## src/rtl/sensor_node_pkg.sv

```systemverilog
// rtl/sensor_node_pkg.sv - shared types and default sizing for the sensor node scheduler
package sensor_node_pkg;

  localparam int ADDR_W_DEF    = 8;
  localparam int BURST_LEN_DEF = 8;

  typedef enum logic [2:0] {
    S_IDLE      = 3'd0,
    S_WRITE     = 3'd1,
    S_READ_REQ  = 3'd2,
    S_READ_WAIT = 3'd3,
    S_SEND      = 3'd4,
    S_WAIT_BUSY = 3'd5
  } state_t;

endpackage

```

## src/rtl/ring_ptr_ctrl.sv

```systemverilog
// rtl/ring_ptr_ctrl.sv - circular buffer write/read pointers and occupancy count
module ring_ptr_ctrl
  import sensor_node_pkg::*;
#(
  parameter int ADDR_W = ADDR_W_DEF
) (
  input  logic              clk,
  input  logic              rst,
  input  logic              clear,
  input  logic              push,
  input  logic              pop,
  output logic [ADDR_W-1:0] wr_ptr,
  output logic [ADDR_W-1:0] rd_ptr,
  output logic [ADDR_W:0]   count,
  output logic              full,
  output logic              empty
);

  localparam int              DEPTH      = 2 ** ADDR_W;
  localparam logic [ADDR_W:0] FULL_COUNT = (ADDR_W + 1)'(DEPTH);

  logic do_push;
  logic do_pop;

  // Guards keep the count in range even if a caller strobes out of turn.
  assign do_push = push && !full;
  assign do_pop  = pop && !empty;

  always_ff @(posedge clk or posedge rst) begin
    if (rst) begin
      wr_ptr <= '0;
      rd_ptr <= '0;
      count  <= '0;
    end else if (clear) begin
      wr_ptr <= '0;
      rd_ptr <= '0;
      count  <= '0;
    end else begin
      if (do_push) wr_ptr <= wr_ptr + 1'b1;
      if (do_pop)  rd_ptr <= rd_ptr + 1'b1;
      case ({do_push, do_pop})
        2'b10:   count <= count + 1'b1;
        2'b01:   count <= count - 1'b1;
        default: count <= count;
      endcase
    end
  end

  assign full  = (count == FULL_COUNT);
  assign empty = (count == '0);

endmodule

```

## src/rtl/sensor_tx_scheduler.sv

```systemverilog
// rtl/sensor_tx_scheduler.sv - arbitrates the sample memory between sensor logging and radio bursts
module sensor_tx_scheduler
  import sensor_node_pkg::*;
#(
  parameter int ADDR_W    = ADDR_W_DEF,
  parameter int BURST_LEN = BURST_LEN_DEF
) (
  input  logic              clk,
  input  logic              rst,
  input  logic              enable,
  input  logic              sample_valid,
  input  logic [7:0]        sample_data,
  input  logic [7:0]        mem_data_in,
  output logic [7:0]        mem_data_out,
  output logic [ADDR_W-1:0] mem_address,
  output logic              mem_write,
  output logic              mem_read,
  input  logic              radio_busy,
  output logic              radio_send,
  output logic [7:0]        radio_tx_data,
  output logic              radio_enable,
  output logic [ADDR_W:0]   fill_count,
  output logic              overflow
);

  localparam logic [ADDR_W:0] BURST_C = (ADDR_W + 1)'(BURST_LEN);

  state_t            state;
  logic [7:0]        hold_data;
  logic              hold_valid;
  logic              burst_active;
  logic [ADDR_W:0]   burst_rem;
  logic              grace;

  logic [ADDR_W-1:0] wr_ptr;
  logic [ADDR_W-1:0] rd_ptr;
  logic [ADDR_W:0]   count;
  logic              full;
  logic              empty;
  logic              push;
  logic              pop;
  logic              hold_consume;

  assign push = (state == S_WRITE);
  assign pop  = (state == S_SEND);

  // The hold register empties either by being written or by being discarded on a full buffer.
  assign hold_consume = (state == S_WRITE) || ((state == S_IDLE) && hold_valid && full);

  ring_ptr_ctrl #(
    .ADDR_W(ADDR_W)
  ) u_ring (
    .clk   (clk),
    .rst   (rst),
    .clear (~enable),
    .push  (push),
    .pop   (pop),
    .wr_ptr(wr_ptr),
    .rd_ptr(rd_ptr),
    .count (count),
    .full  (full),
    .empty (empty)
  );

  assign fill_count = count;

  always_ff @(posedge clk or posedge rst) begin
    if (rst) begin
      state         <= S_IDLE;
      hold_data     <= '0;
      hold_valid    <= 1'b0;
      burst_active  <= 1'b0;
      burst_rem     <= '0;
      grace         <= 1'b0;
      mem_data_out  <= '0;
      mem_address   <= '0;
      mem_write     <= 1'b0;
      mem_read      <= 1'b0;
      radio_send    <= 1'b0;
      radio_tx_data <= '0;
      radio_enable  <= 1'b0;
      overflow      <= 1'b0;
    end else if (!enable) begin
      state         <= S_IDLE;
      hold_data     <= '0;
      hold_valid    <= 1'b0;
      burst_active  <= 1'b0;
      burst_rem     <= '0;
      grace         <= 1'b0;
      mem_data_out  <= '0;
      mem_address   <= '0;
      mem_write     <= 1'b0;
      mem_read      <= 1'b0;
      radio_send    <= 1'b0;
      radio_tx_data <= '0;
      radio_enable  <= 1'b0;
      overflow      <= 1'b0;
    end else begin
      // Capture runs regardless of FSM state; a busy hold register drops the newcomer.
      if (sample_valid && hold_valid && !hold_consume) overflow <= 1'b1;
      if (sample_valid && (!hold_valid || hold_consume)) begin
        hold_data  <= sample_data;
        hold_valid <= 1'b1;
      end else if (hold_consume) begin
        hold_valid <= 1'b0;
      end

      mem_write  <= 1'b0;
      mem_read   <= 1'b0;
      radio_send <= 1'b0;

      case (state)
        S_IDLE: begin
          if (hold_valid && !full) begin
            state        <= S_WRITE;
            mem_write    <= 1'b1;
            mem_address  <= wr_ptr;
            mem_data_out <= hold_data;
          end else if (hold_valid) begin
            overflow <= 1'b1;
          end else if (!burst_active && (count >= BURST_C) && !radio_busy) begin
            burst_active <= 1'b1;
            burst_rem    <= BURST_C;
            radio_enable <= 1'b1;
            state        <= S_READ_REQ;
            mem_read     <= 1'b1;
            mem_address  <= rd_ptr;
          end else if (burst_active && (burst_rem != '0) && !empty && !radio_busy) begin
            state       <= S_READ_REQ;
            mem_read    <= 1'b1;
            mem_address <= rd_ptr;
          end else if (burst_active && (burst_rem == '0)) begin
            burst_active <= 1'b0;
            radio_enable <= 1'b0;
          end
        end
        S_WRITE: begin
          state <= S_IDLE;
        end
        S_READ_REQ: begin
          state <= S_READ_WAIT;
        end
        S_READ_WAIT: begin
          radio_tx_data <= mem_data_in;
          radio_send    <= 1'b1;
          state         <= S_SEND;
        end
        S_SEND: begin
          burst_rem <= burst_rem - 1'b1;
          grace     <= 1'b1;
          state     <= S_WAIT_BUSY;
        end
        S_WAIT_BUSY: begin
          // The radio may not raise busy until a cycle after the send strobe.
          if (grace) begin
            grace <= 1'b0;
          end else if (!radio_busy) begin
            state <= S_IDLE;
          end
        end
        default: begin
          state <= S_IDLE;
        end
      endcase
    end
  end

endmodule
```

## config.mk

```make
export PLATFORM = sky130hd
export DESIGN_NAME = sensor_tx_scheduler
export DESIGN_NICKNAME = d
export VERILOG_FILES = /design/src/rtl/sensor_node_pkg.sv /design/src/rtl/ring_ptr_ctrl.sv /design/src/rtl/sensor_tx_scheduler.sv
export SDC_FILE = /design/constraint.sdc
export NUM_CORES = 1
export LEC_CHECK = 0
export CAP_MARGIN = 20
export CORE_UTILIZATION = 40
export CTS_BUF_LIST = sky130_fd_sc_hd__clkbuf_4 sky130_fd_sc_hd__clkbuf_8
export CTS_CLUSTER_SIZE = 25
export DETAILED_ROUTE_END_ITERATION = 8
export PLACE_DENSITY_LB_ADDON = 0.05
export SLEW_MARGIN = 20
export SYNTH_ARGS = -nofsm -noshare
export SYNTH_HDL_FRONTEND = slang
export SYNTH_HIERARCHICAL = 1
export SYNTH_SLANG_ARGS = --single-unit
```

## constraint.sdc

```tcl
create_clock -name clk -period 5.75 [get_ports clk]
set_input_delay 1.15 -clock clk [delete_from_list [all_inputs] [get_ports clk]]
set_output_delay 1.15 -clock clk [all_outputs]
set_load 0.005 [all_outputs]
```

==> results.cfg, run 1 <==
[cells_and_area]
diodes = 0
postLayoutCoreUtil = 0.508
num-nets-final = 488
drive_gt1_frac = 0.102
area_growth_syn_to_layout_pct = 22.5
n_fill_cell = 974
fin_area_mm2 = 0.00498

[timing]
fin_setup_tns_ps = 0
fin_crit_ps = 3750
setup_ws_ps = 2000
fin_crit_sh = 0.653
maxSlewViolCount = 0
setup_viol = 0
hold_viol_final = 0
holdWs_ps = 492
finClkSkew_ps = 15.9
max_freq_mhz = 266
rsz0062_at_grt = false
worst_pin_slew_ps = 952
slew_headroom = 0.364

[worst_setup_path]
path_cells = or4_1 > o31ai_2 > a21oi_1 > ha_1 > o21ai_0 > or4b_2 > o311ai_0 > mux2i_1 > nor2_1
crit_type = reg -> reg
r2r-start = u_ring/count[5]$_DFFE_PP0P_
required_ps = 6030
worstPathArrival_ps = 4030
worstSetupEndpointType = register
cp_max_fo = 10
crit_path_start_kind = register
rrSetupSlack_ps = 2000
reg2reg_to = u_ring/count[5]$_DFFE_PP0P_
r2r_cells = 9
critPathSlowestCell = or4_1
max_stage_delay_ps = 680

[yosys]
ys_ff_latch = 76
synthCells = 404
yosysTopAreaCell = dfrtp_1
async_flop_share = 1.00
synth_area_leaders = dfrtp_1, nor2_1, mux2i_1, a21oi_1, ha_1
synth_warnings = 6
ys_types = 62
yosysTopAreaCellShare = 0.468
syn_area_mm2 = 0.00407
syn_avg_cell_area_um2 = 10.1
synth.net_count = 436
synth-edff-count = 0
synth_flop_cell = dfrtp_1
seq_area_frac_synth = 0.468

[global_route]
grt_usage = 0.187
grt_overflow = 0
antenna_found_initial = 0
grt_pass1_wl_mm = 15.2
grt_pass1_vias = 3027
grt_start_max_net_pins = 52

[cts]
cts_resized = 0
clk_latency_ps = 350
clk_pin_slew_worst_paths_ps = 90
cts_made_buffers = 9
clock-root-buffer = clkbuf_8
cts_sinks = 76
cts_tree = yes
hold_buffers = 0
htree_levels = 3
clock_path_buffers = 2
postCtsSetupRepairBufs = 0

[power]
ir_drop_mv = 0.167
p_seq_frac = 0.506
clkPwrFrac = 0.383
power.leakage_nw = 2.25
switching_share = 0.262
powerDensity_mw_per_mm2 = 222
switchingPower_mw = 0.290
power.internal_mw = 0.816
power_frac_comb = 0.111

[route]
drc = 0
vias = 3185
routed_via_density = 5.36
ant_nets = 0
drtIter0Drc = 69
dr.pass1.iters = 6
routed_wl_mm = 9.29
wire_per_inst_um = 15.6

[floorplanning]
die_h_um = 103
die_w_um = 103
io_pins = 59
die_area_mm2 = 0.0106
core_mm2 = 0.00982
initial_core_util = 0.414
row_count = 36

[run]
maxCapViolations = 0

[hold_path]
hold_path_end = mem_data_out[1]$_DFFE_PP0P_
holdCritStartpoint = hold_data[1]$_DFFE_PP0P_
hp-class = reg -> reg
min_path_cells = 1

[placed_design]
place_ws_ps = 2020
hpwl_mm = 6.42
gp_congestion = 0.816
place_area_mm2 = 0.00475
port_buffers = 58

[run_status]
status = complete, no violations
metal layers:
metal,routed length [um],track usage
met3,264,0.0441
met2,4490,0.304
met1,4470,0.255
met4,60,0.0423
met5,0,0
cells in the final DEF, fill, tap and decap left out, types with 3 or more instances in the layout:
cell and n:
dfrtp_1 76, clkdlybuf4s50_1 58, nor2_1 44, nand2_1 32, a21oi_1 28, o21ai_0 18, nand3_1 16, mux2i_1 15
inv_1 15, a22o_1 10, xnor2_1 10, ha_1 10, clkbuf_8 10, mux2_4 8, xor2_1 8, a31oi_1 6
nand2b_1 5, or3_1 5, nor3_1 5, a21o_1 5, o21a_1 4, a211oi_1 4, nor3_2 3, and3_1 3
nand4_1 3, nor4_1 3
critical path, delay by kind of cell, from the launching register on:
kind            cells  cell delay, ps
simple gates        3            1380
compound gates      4            1250
flops               1             470
fa+ha+maj           1             470
mux                 1             120
worst max path at each step:
| stage | start | to | slack [ps] | cells after the start |
|---|---|---|---|---|
| floorplan | u_ring/count[5]$_DFFE_PP0P_ | u_ring/count[5]$_DFFE_PP0P_ | 2390 | 10 |
| global placement | u_ring/count[5]$_DFFE_PP0P_ | u_ring/count[5]$_DFFE_PP0P_ | 2110 | 9 |
| detailed placement | u_ring/count[5]$_DFFE_PP0P_ | u_ring/count[8]$_DFFE_PP0P_ | 2020 | 9 |
| CTS | u_ring/count[5]$_DFFE_PP0P_ | u_ring/count[5]$_DFFE_PP0P_ | 2000 | 9 |
| global route | u_ring/count[5]$_DFFE_PP0P_ | u_ring/count[8]$_DFFE_PP0P_ | 1740 | 9 |
| finish | u_ring/count[5]$_DFFE_PP0P_ | u_ring/count[5]$_DFFE_PP0P_ | 2000 | 9 |
cells by family after synthesis:
logic type | Yosys count | synth area share
xor+xnor | 18 | 0.0388
buf+inv | 38 | 0.0366
compound gates | 102 | 0.186
flops | 76 | 0.468
mux | 23 | 0.0664
fa+ha+maj | 11 | 0.0357
simple gates | 136 | 0.169
layout make-up:
| cell class | instances | area [um2] | area share |
|---|---|---|---|
| well taps | 133 | 166 | 0.0334 |
| repair buffers | 61 | 623 | 0.125 |
| clock buffers | 11 | 145 | 0.0291 |
| inverters | 18 | 67.6 | 0.0136 |
| clock inverters | 5 | 58.8 | 0.0118 |
| multi-input cells | 290 | 2020 | 0.406 |
| flip-flops and latches | 76 | 1900 | 0.382 |
power groups by stage:
stage | clock (mW) | sequential (mW) | combinational (mW)
after floorplan | 0 | 0.566 | 0.0841
after global placement | 0 | 0.570 | 0.122
after detailed placement | 0 | 0.570 | 0.123
after CTS | 0.438 | 0.560 | 0.123
after global routing | 0.457 | 0.563 | 0.137
final | 0.424 | 0.560 | 0.123
sequential cells by signal, summed over array words and instances, names as in the netlist, 3 cells and up:
name           count
mem_data_out       8
mem_address        8
radio_tx_data      8
u_ring/count       9
state              3
hold_data          8
u_ring/rd_ptr      8
u_ring/wr_ptr      8
burst_rem          9
synthesized netlist by cell type, drive strengths merged (2+ instances only):
master  instances
a21o            5
nor4            3
a31oi           6
nor2           44
nor3            9
xor2            8
inv            18
nand3          16
o31a            2
xnor2          10
a211oi          4
a22o           10
dfrtp          76
mux2i          15
o31ai           4
o311ai          4
o211ai          2
or2             3
or4b            2
o21ai          18
or4             3
a21oi          29
nand2          32
nand2b          5
mux2            8
nand4b          2
nor3b           2
and3            3
clkbuf         12
nand4           3
ha             10
o221ai          3
buf             8
or3             6
o22ai           2
nor2b           2
o21a            4
through the flow:
| stage | instances | power [mW] |
|---|---|---|
| finish | 594 | 1.11 |
| detailed placement | 577 | 0.693 |
| global placement | 577 | 0.692 |
| global route | 594 | 1.16 |
| floorplan | 404 | 0.650 |
| CTS | 593 | 1.12 |
No activity file was read; power rests on OpenSTA's default activity.
==> run 2: changes to the inputs <==
==> constraint.sdc (replaced) <==
create_clock -name clk -period 3.8 [get_ports clk]
set_input_delay 0.76 -clock clk [delete_from_list [all_inputs] [get_ports clk]]
set_output_delay 0.76 -clock clk [all_outputs]
set_load 0.005 [all_outputs]
==> results.cfg, run 2 (synthesis results as in run 1) <==
[run_status]
status = complete, no violations

[cells_and_area]
fin_cells = 599
n_fill_cell = 946
fin_area_mm2 = 0.00499
diodes = 0
area_growth_syn_to_layout_pct = 22.6
reg_top3 = burst_rem x9, u_ring/count x9
num-nets-final = 493
final_common_cell = dfrtp_1
final_cell_mix = dfrtp_1, clkdlybuf4s50_1, nor2_1, nand2_1, a21oi_1
postLayoutCoreUtil = 0.508
drive_gt1_frac = 0.112

[cts]
clk_pin_slew_worst_paths_ps = 90
clock-root-buffer = clkbuf_8
htree_levels = 3
clock_path_buffers = 2
cts_made_buffers = 9
hold_buffers = 0
cts_tree = yes
clk_latency_ps = 350
cts_sinks = 76
postCtsSetupRepairBufs = 0
cts_resized = 0

[route]
dr.pass1.iters = 4
ant_nets = 0
routed_wl_mm = 9.59
drtIter0Drc = 97
drc = 0
vias = 3194
routed_via_density = 5.33
wire_per_inst_um = 16.0

[worst_setup_path]
crit_buf_inv = 1
crit_cells = 9
required_ps = 4090
crit_type = reg -> reg
r2r_cells = 9
path_cells = or4_1 > or2_2 > a21oi_1 > buf_4 > ha_1 > or4b_2 > o311ai_0 > mux2i_1 > nor2_1
critPathSlowestCell = or4b_2
max_stage_delay_ps = 680
worstSetupEndpointType = register
worst_path_dominant_cell_family = simple AND/OR/NAND/NOR gates
crit_path_start_kind = register
worstPathArrival_ps = 3590
cp_max_fo = 8

[timing]
holdWs_ps = 490
fin_setup_tns_ps = 0
slew_headroom = 0.418
fin_crit_sh = 0.869
worst_pin_slew_ps = 873
fin_crit_ps = 3300
setup_ws_ps = 498
max_freq_mhz = 303
hold_viol_final = 0
maxSlewViolCount = 0
setup_viol = 0
finClkSkew_ps = 11.5
rsz0062_at_grt = false

[placed_design]
port_buffers = 58
place_area_mm2 = 0.00479
place_ws_ps = 516
gp_congestion = 0.805
hpwl_mm = 6.65
dp_cells = 583

[run]
maxCapViolations = 0

[power]
finalPower_mw = 1.67
power.leakage_nw = 2.27
powerDensity_mw_per_mm2 = 334
ir_drop_mv = 0.162

[hold_path]
min_path_cells = 1
hp-class = reg -> reg

[global_route]
grt_pass1_wl_mm = 15.6
grt_usage = 0.194
grt_overflow = 0
grt_start_max_net_pins = 41
grt_pass1_vias = 3106
antenna_found_initial = 0

[floorplanning]
row_count = 36
io_pins = 59
core_mm2 = 0.00982
die_h_um = 103
die_area_mm2 = 0.0106
die_w_um = 103
initial_core_util = 0.414
-- run 2: cell types whose count changed in the layout (fill, tap and decap cells not counted) --
cell | before | now
buf_4 | 2 | 8
buf_16 | 1 | 0
clkbuf_8 | 10 | 9
clkinv_1 | 1 | 0
clkinv_2 | 1 | 2
inv_2 | 2 | 3
o31ai_1 | 2 | 3
o31ai_2 | 2 | 1
-- run 2: power breakdown --
part / total (mW) / switching, mW / internal (mW)
clock network: 0.632 / 0.321 / 0.311
logic: 0.187 / 0.109 / 0.0778
registers: 0.847 / 0.0205 / 0.827
-- run 2: layout make-up --
cell class	instances	area, um2	share of cell area
clock buffers	10	131	0.0263
clock inverters	6	63.8	0.0128
inverters	18	67.6	0.0135
repair buffers	66	641	0.128
multi-input cells	290	2020	0.404
flip-flops and latches	76	1900	0.381
well taps	133	166	0.0334
-- run 2: final timing paths --
path / slack [ps] / to / from
max: 500 / u_ring/count[5]$_DFFE_PP0P_ / u_ring/count[5]$_DFFE_PP0P_
min: 490 / mem_data_out[5]$_DFFE_PP0P_ / hold_data[5]$_DFFE_PP0P_
max reg2reg: 500 / u_ring/count[5]$_DFFE_PP0P_ / u_ring/count[5]$_DFFE_PP0P_
max in group asynchronous: 2200 / burst_rem[0]$_DFFE_PP0P_ / rst
min in group asynchronous: 820 / u_ring/count[0]$_DFFE_PP0P_ / rst
min reg2reg: 490 / mem_data_out[5]$_DFFE_PP0P_ / hold_data[5]$_DFFE_PP0P_
-- run 2: routing by layer --
| layer | wire [um] | up-vias | track usage |
|---|---|---|---|
| met3 | 411 | 14 | 0.0380 |
| met1 | 4570 | 1549 | 0.275 |
| met4 | 156 | 0 | 0.0672 |
| met2 | 4450 | 70 | 0.298 |
| li1 | - | 1561 | - |
| met5 | 0 | - | 0 |
==> run 3: changes to the inputs <==
--- a/config.mk
+++ b/config.mk
@@ -6,6 +6,7 @@
 export NUM_CORES = 1
 export LEC_CHECK = 0
 export CAP_MARGIN = 20
+export CORE_MARGIN = 4
 export CORE_UTILIZATION = 40
 export CTS_BUF_LIST = sky130_fd_sc_hd__clkbuf_4 sky130_fd_sc_hd__clkbuf_8
 export CTS_CLUSTER_SIZE = 25
==> results.cfg, run 3 (synthesis results as in run 1) <==
[route]
dr.pass1.iters = 4
drtIter0Drc = 174
ant_nets = 0
routed_wl_mm = 9.81
routed_via_density = 5.38
wire_per_inst_um = 16.4
vias = 3225
drc = 0

[floorplanning]
die_h_um = 109
row_count = 36
core_mm2 = 0.00982
die_area_mm2 = 0.0118
io_pins = 59
die_w_um = 109
initial_core_util = 0.414

[timing]
finClkSkew_ps = 15.4
worst_pin_slew_ps = 872
fin_crit_sh = 0.860
maxSlewViolCount = 0
slew_headroom = 0.417
fin_setup_tns_ps = 0
max_freq_mhz = 306
setup_viol = 0
hold_viol_final = 0
rsz0062_at_grt = false
fin_crit_ps = 3270

[worst_setup_path]
worstPathArrival_ps = 3500
cp_max_fo = 8
rrSetupSlack_ps = 530
crit_path_start_kind = register
reg2reg_to = u_ring/count[8]$_DFFE_PP0P_
critPathLaunch = u_ring/count[4]$_DFFE_PP0P_
crit_path_end = u_ring/count[8]$_DFFE_PP0P_
required_ps = 4030
r2r-start = u_ring/count[4]$_DFFE_PP0P_
r2r_cells = 10
crit_type = reg -> reg
worstSetupEndpointType = register

[cts]
cts_sinks = 76
clk_pin_slew_worst_paths_ps = 90
cts_resized = 0
cts_made_buffers = 9
postCtsSetupRepairBufs = 0
clk_latency_ps = 350
cts_tree = yes
clock-root-buffer = clkbuf_8
hold_buffers = 0
clock_path_buffers = 2
htree_levels = 3

[placed_design]
dp_cells = 583
port_buffers = 58
gp_congestion = 0.815
hpwl_mm = 6.81

[global_route]
grt_overflow = 0
grt_pass1_vias = 3183
antenna_found_initial = 0
grt_pass1_wl_mm = 16.3
grt_start_max_net_pins = 33
grt_usage = 0.175

[power]
power_frac_comb = 0.112
p_seq_frac = 0.508
power.internal_mw = 1.21
switching_share = 0.273
switchingPower_mw = 0.455
powerDensity_mw_per_mm2 = 334
clkPwrFrac = 0.379
ir_drop_mv = 0.283
power.leakage_nw = 2.27

[hold_path]
hp-class = reg -> reg

[cells_and_area]
final_common_cell = dfrtp_1
diodes = 0
num-nets-final = 493
drive_gt1_frac = 0.112
area_growth_syn_to_layout_pct = 22.7
final_cell_mix = dfrtp_1, clkdlybuf4s50_1, nor2_1, nand2_1, a21oi_1
reg_top3 = burst_rem x9, u_ring/count x9
fin_cells = 599

[run_status]
status = complete, no violations

[run]
maxCapViolations = 0
## run 3: worst max-delay path, stage by stage (launching register included)
cell and delay (ps):
dfrtp_1 440, or4_1 670, o31ai_2 330, a21oi_1 70, buf_4 190, fa_1 490, a211oi_1 240, o21ai_0 160
a31oi_1 250, a21boi_0 230, nor3_1 70
## run 3: final cells by class
cell class	count	area, um2
Fill cell	947	4830
Multi-Input combinational cell	290	2020
Sequential cell	76	1900
Timing Repair Buffer	66	641
Tap cell	133	166
Clock buffer	9	124
Clock inverter	7	75.1
Inverter	18	67.6
## run 3: worst min path at each step
| stage | from | to | slack (ps) | cells past startpoint |
|---|---|---|---|---|
| final | hold_data[2]$_DFFE_PP0P_ | mem_data_out[2]$_DFFE_PP0P_ | 490 | 1 |
| after global routing | hold_data[5]$_DFFE_PP0P_ | mem_data_out[5]$_DFFE_PP0P_ | 500 | 1 |
| after CTS | hold_data[5]$_DFFE_PP0P_ | mem_data_out[5]$_DFFE_PP0P_ | 490 | 1 |
| after detailed placement | hold_data[0]$_DFFE_PP0P_ | mem_data_out[0]$_DFFE_PP0P_ | 470 | 1 |
| after global placement | hold_data[2]$_DFFE_PP0P_ | mem_data_out[2]$_DFFE_PP0P_ | 470 | 1 |
| after floorplan | hold_data[0]$_DFFE_PP0P_ | mem_data_out[0]$_DFFE_PP0P_ | 460 | 1 |
## run 3: metrics by stage
stage                      util  hold slack, ps  cell area (um2)  setup WS (ps)  power, mW
after floorplan               -             460             4070            439      0.983
after global placement    0.488             468             4790            652       1.05
after detailed placement  0.488             472             4790            570       1.05
after CTS                 0.508             488             4990            551       1.69
after global routing      0.508             504             4990            351       1.75
final                     0.508             490             4990            534       1.67
## run 3: power groups by stage
stage | sequential (mW) | clock (mW) | combinational [mW]
after floorplan | 0.856 | 0 | 0.127
after global placement | 0.862 | 0 | 0.187
after detailed placement | 0.863 | 0 | 0.188
after CTS | 0.847 | 0.655 | 0.189
after global routing | 0.850 | 0.692 | 0.207
final | 0.847 | 0.632 | 0.187
## run 3: routing by layer
layer / up-vias / GRT usage / part of all wire
met4: 0 / 0.0352 / 0.0078
met3: 6 / 0.0468 / 0.046
met2: 62 / 0.275 / 0.47
met1: 1593 / 0.244 / 0.47
li1: 1564 / - / -
met5: - / 0 / 0
